`src/rtl/ifetch_ctrl.sv`:
```
// Instruction fetch controller: accepts a fetch address from the PC stage,
// translates it through the IMMU, reads the instruction bus, and presents the
// fetched word to decode until it is consumed or flushed. Misaligned fetch
// addresses bypass translation and surface as an address-error instruction.
module ifetch_ctrl (
  input  logic        clk,
  input  logic        rst,
  input  logic        pc_valid,
  input  logic [31:0] pc_vaddr,
  output logic        pc_ready,
  input  logic        flush,
  input  logic        stall,
  output logic        immu_en,
  output logic [31:0] immu_vaddr,
  input  logic        immu_rdy,
  input  logic [31:0] immu_paddr,
  output logic        ibus_en,
  output logic [31:0] ibus_addr,
  input  logic        ibus_rdy,
  input  logic [31:0] ibus_rdata,
  output logic        inst_valid,
  output logic [31:0] inst_pc,
  output logic [31:0] inst,
  output logic        inst_adel
);

  typedef enum logic [2:0] {
    S_IDLE,
    S_XLAT,
    S_BUS,
    S_HOLD,
    S_XDRAIN,
    S_BDRAIN
  } state_e;

  state_e      state_q, state_d;
  logic        immu_en_q, immu_en_d;
  logic [31:0] immu_vaddr_q, immu_vaddr_d;
  logic        ibus_en_q, ibus_en_d;
  logic [31:0] ibus_addr_q, ibus_addr_d;
  logic        inst_valid_q, inst_valid_d;
  logic [31:0] inst_pc_q, inst_pc_d;
  logic [31:0] inst_q, inst_d;
  logic        inst_adel_q, inst_adel_d;
  logic        accept;

  // Address is only taken when idle and not being flushed in the same cycle.
  always_comb begin
    pc_ready = (state_q == S_IDLE) && !flush;
    accept   = pc_valid && pc_ready;
  end

  // Next-state and registered-output computation; unchanged fields hold.
  always_comb begin
    state_d      = state_q;
    immu_en_d    = immu_en_q;
    immu_vaddr_d = immu_vaddr_q;
    ibus_en_d    = ibus_en_q;
    ibus_addr_d  = ibus_addr_q;
    inst_valid_d = inst_valid_q;
    inst_pc_d    = inst_pc_q;
    inst_d       = inst_q;
    inst_adel_d  = inst_adel_q;

    unique case (state_q)
      S_IDLE: begin
        if (accept) begin
          inst_pc_d = pc_vaddr;
          if (pc_vaddr[1:0] == 2'b00) begin
            immu_vaddr_d = pc_vaddr;
            immu_en_d    = 1'b1;
            state_d      = S_XLAT;
          end else begin
            inst_valid_d = 1'b1;
            inst_adel_d  = 1'b1;
            inst_d       = '0;
            state_d      = S_HOLD;
          end
        end
      end
      S_XLAT: begin
        // A flush may not drop an open request; it either completes now
        // (result discarded) or is drained before returning idle.
        if (immu_rdy) begin
          immu_en_d = 1'b0;
          if (flush) begin
            state_d = S_IDLE;
          end else begin
            ibus_en_d   = 1'b1;
            ibus_addr_d = immu_paddr;
            state_d     = S_BUS;
          end
        end else if (flush) begin
          state_d = S_XDRAIN;
        end
      end
      S_BUS: begin
        if (ibus_rdy) begin
          ibus_en_d = 1'b0;
          if (flush) begin
            state_d = S_IDLE;
          end else begin
            inst_d       = ibus_rdata;
            inst_valid_d = 1'b1;
            inst_adel_d  = 1'b0;
            state_d      = S_HOLD;
          end
        end else if (flush) begin
          state_d = S_BDRAIN;
        end
      end
      S_HOLD: begin
        if (flush || !stall) begin
          inst_valid_d = 1'b0;
          state_d      = S_IDLE;
        end
      end
      S_XDRAIN: begin
        if (immu_rdy) begin
          immu_en_d = 1'b0;
          state_d   = S_IDLE;
        end
      end
      S_BDRAIN: begin
        if (ibus_rdy) begin
          ibus_en_d = 1'b0;
          state_d   = S_IDLE;
        end
      end
      default: state_d = S_IDLE;
    endcase
  end

  // State and output registers, cleared asynchronously by reset.
  always_ff @(posedge clk or negedge rst) begin
    if (!rst) begin
      state_q      <= S_IDLE;
      immu_en_q    <= 1'b0;
      immu_vaddr_q <= '0;
      ibus_en_q    <= 1'b0;
      ibus_addr_q  <= '0;
      inst_valid_q <= 1'b0;
      inst_pc_q    <= '0;
      inst_q       <= '0;
      inst_adel_q  <= 1'b0;
    end else begin
      state_q      <= state_d;
      immu_en_q    <= immu_en_d;
      immu_vaddr_q <= immu_vaddr_d;
      ibus_en_q    <= ibus_en_d;
      ibus_addr_q  <= ibus_addr_d;
      inst_valid_q <= inst_valid_d;
      inst_pc_q    <= inst_pc_d;
      inst_q       <= inst_d;
      inst_adel_q  <= inst_adel_d;
    end
  end

  // Registered outputs.
  always_comb begin
    immu_en    = immu_en_q;
    immu_vaddr = immu_vaddr_q;
    ibus_en    = ibus_en_q;
    ibus_addr  = ibus_addr_q;
    inst_valid = inst_valid_q;
    inst_pc    = inst_pc_q;
    inst       = inst_q;
    inst_adel  = inst_adel_q;
  end

endmodule

```
`config.mk`:
```
export PLATFORM = sky130hd
export DESIGN_NAME = ifetch_ctrl
export DESIGN_NICKNAME = d
export VERILOG_FILES = /design/src/rtl/ifetch_ctrl.sv
export SDC_FILE = /design/constraint.sdc
export NUM_CORES = 1
export LEC_CHECK = 0
export BUFFER_PORTS_ARGS = -buffer_cell sky130_fd_sc_hd__buf_4
export CAP_MARGIN = 20
export CORE_MARGIN = 2
export CORE_UTILIZATION = 42
export DETAILED_ROUTE_END_ITERATION = 12
export PLACE_DENSITY = 0.83
export SLEW_MARGIN = 10
export SYNTH_ARGS = -nofsm -noshare
export SYNTH_HDL_FRONTEND = slang
export SYNTH_SLANG_ARGS = --single-unit
```
`constraint.sdc`:
```
create_clock -name clk -period 1.73 [get_ports clk]
set_clock_uncertainty 0.2 [all_clocks]
set_input_delay 0.346 -clock clk [delete_from_list [all_inputs] [get_ports clk]]
set_output_delay 0.346 -clock clk [all_outputs]
set_load 0.05 [all_outputs]
```
* Word level (Yosys, flattened, before mapping)
Index checks and enable logic that the tools add are counted.
Operators by class: equality and inequality tests 19, mux-type cells 33, bitwise gates (word level) 1, reduce and logical (&&, ||, !) cells 21
Operators with widths (count):
- $mux W32 | 4
- $pmux W32 S2 | 1
- $mux W3 | 8
- $ne A2 B2 Y1 const B | 9
- $pmux W3 S6 | 1
- $mux W1 | 12
- $reduce_and A6 Y1 | 2
- $reduce_and A4 Y1 | 2
- $eq A3 B2 Y1 const B | 2
- $eq A3 B3 Y1 const B | 2
- $mux W2 | 3
- $ne A2 B1 Y1 const B | 3
- $ne A3 B3 Y1 const B | 2
- $pmux W1 S2 | 3
- $reduce_and A3 Y1 | 2
- $reduce_bool A2 Y1 | 3
- $reduce_and A5 Y1 | 1
- $reduce_or A2 Y1 | 2
- $eq A3 B1 Y1 const B | 1
- $logic_not A3 Y1 | 1
- $pmux W1 S3 | 1
- $reduce_bool A3 Y1 | 1
- $logic_and A1 B1 Y1 | 2
- $logic_not A1 Y1 | 2
- 4 further kinds | 4
Storage, ports and cells: bits in registers 135, input port bits 103, output and inout bits 133, logic and storage cells 83

* Logic depth before layout (Yosys ltp)
depth in word-level cells 5, gate-level depth with buffers 7, depth with buffers taken out 4

* Worst setup path before layout
OpenSTA, ideal clock, no wires.
path kind reg2reg, from register state_q[1], to register immu_vaddr_q[12], in the netlist immu_vaddr[12], library setup time 0.125 ns, data arrival time 2.010 ns, required time 1.405 ns, setup slack -0.605 ns, cell stages (with the launch flop) 6, buffers on the path 2, clock period less this slack 2.335 ns, cells stage by stage dfrtp_1 -> buf_4 -> nor4_4 -> nand3_2 -> buf_4 -> mux2_2
On the way: longest elaborated chain between the ends 4
Ends and longest elaborated chain:
- from (decl) | line 36 | state_e state_q, state_d;
- from (signal assigned) | line 147 | state_q <= state_d;
- $logic_not A3 Y1 | line 49 | pc_ready = (state_q == S_IDLE) && !flush;
- $logic_and A1 B1 Y1 | line 49
- named net pc_ready | line 10 | output logic pc_ready,
- $logic_and A1 B1 Y1 | line 50 | accept = pc_valid && pc_ready;
- $reduce_and A3 Y1 (no line)
- to (signal assigned) | line 149 | immu_vaddr_q <= immu_vaddr_d;
- to (decl) | line 38 | logic [31:0] immu_vaddr_q, immu_vaddr_d;
The timed path passes the listed nets, and every way through them passes these cells. A chain may end at the register's enable or synchronous reset.

* Worst setup path after layout
from register state_q[1], to output port pc_ready
On the way: longest elaborated chain between the ends 2
Ends and longest elaborated chain (line):
- $logic_not A3 Y1 | 49
- $logic_and A1 B1 Y1 | 49
- to (decl) | 10
Every way passes these cells.

==> impl_metrics.yaml <==
drt:
  drt-vias-per-instance: 4.98
  first_pass_iters: 4
  drtIter0Drc: 211
  wirelength_um: 17100
  vias: 4470
  wl_per_cell_um: 19.0
  drc: 0
  ant_nets: 0
status:
  status: "finished, violations left"
  violations: "negative setup slack"
placed_design:
  io_buffers: 235
  place_inst: 742
  gp_congestion: 0.855
  hpwlAfterDp_um: 9540
  pre_cts_ws_ns: -0.112
die:
  die_w_um: 115
  num_rows: 40
  core_area_um2: 12100
  io_pins: 236
  die_area_um2: 13300
  start_util_pct: 43.1
  die_h_um: 115
sta:
  slew-limit-headroom_pct: 74.3
  final-hold-violation-count: 0
  slew_violations: 0
  fin_crit_sh_pct: 120
  worstMarginPinSlew_ns: 0.385
  period_needed_ns: 2.07
  rsz0062_at_grt: "true"
  setup_violations: 134
  setup_slack_ns: -0.343
  fin_tns_setup_ns: -24.59
  fmax_mhz: 483
yosys:
  synthArstFlopShare_pct: 100
  ys.flop_type: "dfrtp_1"
  synthCells: 335
  syn_area_um2: 5200
  synthMuxAreaShare_pct: 20.6
  yosysTopAreaCellShare_pct: 65.0
  synth_top_family_by_area: "multiplexers"
  synth_top_area_cell: "dfrtp_1"
  synth_edf_count: 0
  synth_seq_cells: 135
  ys_types: 35
  syn_nets: 438
  synth_compound_area_share_pct: 8.42
  netlist_top_cells_area: "dfrtp_1 65%, mux2_2 20%, a22o_1 5.7%, buf_6 1.1%, buf_2 0.87%"
  synth_simple_gate_area_share_pct: 2.89
  synth.avg_cell_area_um2: 15.5
  synthAdderAreaFrac_pct: 0
  yosys_warnings: 0
  ys_seq_area_share_pct: 65.0
  synth_xor_area_share_pct: 0.168
setup_path:
  crit_fanout: 2
  crit_path_start_kind: "flip-flop"
  crit_buf_inv: 3
  worst-setup-path-type: "flip-flop to primary output"
  cp_top_family: "buffers and inverters"
  crit_slowest_cell: "dfrtp_1"
  slowest_delay_ns: 0.41
  worstPathCellList: "buf_6 -> nor4_4 -> buf_4 -> buf_8"
  worstPathArrival_ns: 1.53
  cp.required_ns: 1.18
  cp-end-kind: "primary output"
worst_hold_path:
  hold_class: "primary input to flip-flop"
cells_and_area:
  layout_common_cells: "254 x buf_4, 133 x dfrtp_1, 97 x dlygate4sd3_1"
  final_cells: 898
  mostFrequentLayoutCell: "buf_4"
  layout.nets: 820
  utilization_pct: 79.0
  multi_input_area_um2: 1790
  num-fill-cells: 671
  drive_gt1_share_pct: 58.9
  area_growth_pct: 83.3
  seq_area_um2: 3380
  insertedDiodeCount: 0
grt:
  grt_max_degree: 38
  track_usage_pct: 26.0
  grt_first_pass_wirelength_um: 25800
  grt_pass1_vias: 4982
  grt-ovfl-total: 0
  antenna_found_initial: 0
flow_run:
  maxCapViolCount: 0
power:
  p_seq_share_pct: 26.3
  leakage_uw: 0.00468
  p_clk_share_pct: 18.2
  combinationalPowerShare_pct: 55.5
  switching_share_pct: 45.5
  p_sw_uw: 9530
  p_per_area_nw_per_um2: 2200
  intPower_uw: 11400
  vdd_ir_drop_max_uv: 1400
clocking:
  cts_buffers: 17
  cts_sinks: 135
  cts_tree: "yes"
  clock_latency_ns: 0.41
  htree_levels: 4
  cts-root-buf: "clkbuf_16"
  cts_buffer_depth: 2
  clk_pin_slew_ns: 0.05
==> state kept, by name, summed over array words and instances (netlist names) <==
register    flops
ibus_addr      32
ibus_en         1
immu_en         1
immu_vaddr     32
inst           32
inst_adel       1
inst_pc        32
inst_valid      1
state_q         3
==> Yosys cell counts (3+ instances only) <==
| master | count |
|---|---|
| nor2_1 | 5 |
| a22o_1 | 34 |
| mux2_2 | 94 |
| a21oi_1 | 7 |
| clkbuf_1 | 3 |
| nor2b_1 | 5 |
| buf_2 | 9 |
| o21ai_0 | 3 |
| buf_6 | 5 |
| nand2_1 | 3 |
| dfrtp_1 | 135 |
| inv_1 | 6 |
==> worst min-delay path, cell delays in order <==
cell,delay [ns]
buf_4,0.09
o211ai_1,0.09
o21ai_1,0.10
==> cell families (layout without fill, tap and decap cells) <==
group,count (synthesis),in the layout
AOI/OAI and AO/OA,54,54
xor gates and xnor gates,1,1
buffers and inverters,26,421
DFF,135,135
muxes,95,95
and+or+nand+nor,24,24
==> per-stage QoR <==
| stage | total power (uW) | cell area, um^2 | hold slack [ns] |
|---|---|---|---|
| 2_1_floorplan | 12500 | 5280 | -0.150 |
| 3_3_place_gp | 15600 | 7330 | 0.0717 |
| 3_5_place_dp | 15900 | 7330 | 0.0830 |
| 4_1_cts | 20800 | 9480 | 0.0509 |
| 5_1_grt | 21700 | 9530 | 0.0833 |
| 6_report | 21000 | 9530 | 0.0717 |
==> repair_timing <==
action,4_1_cts,5_1_grt
resized for setup,26,23
setup endpoints to repair,99,134
endpoints found under the hold margin,210,0
hold buffers,97,0
buffers inserted,13,7
pin swaps,6,5
gates cloned,12,0
==> power groups by stage <==
stage / combinational (uW) / sequential, uW / clock (uW)
after global routing: 12100 / 5660 / 4020
after detailed placement: 10400 / 5470 / 0
after floorplan: 2220 / 10300 / 0
after global placement: 10300 / 5370 / 0
after CTS: 11500 / 5450 / 3860
final: 11600 / 5510 / 3810
==> metal layers <==
metal	GRT usage, %	part of all wire, %
met5	0	0
met4	10.7	2.5
met3	7.17	5.4
met2	47.6	55
met1	28.4	37
==> cell type report <==
type / count / area share [%]
Timing Repair Buffer: 383 / 36.7
Sequential cell: 135 / 35.5
Multi-Input combinational cell: 174 / 18.8
Clock buffer: 26 / 5.45
Tap cell: 168 / 2.21
Clock inverter: 6 / 1.17
Inverter: 6 / 0.236
==> final timing paths <==
check | start | to | slack (ns) | cells past startpoint
min in group asynchronous | rst | inst[3] | 0.22 | 2
worst max register to register | state_q[1] | inst[27] | -0.28 | 7
worst max-delay path | state_q[1] | pc_ready | -0.34 | 4
worst min-delay path | stall | state_q[1] | 0.07 | 3
worst min register to register | inst_valid | inst_valid | 0.29 | 1
max in group asynchronous | rst | state_q[2] | 0.57 | 3
Power figures use the tool's default switching activity.
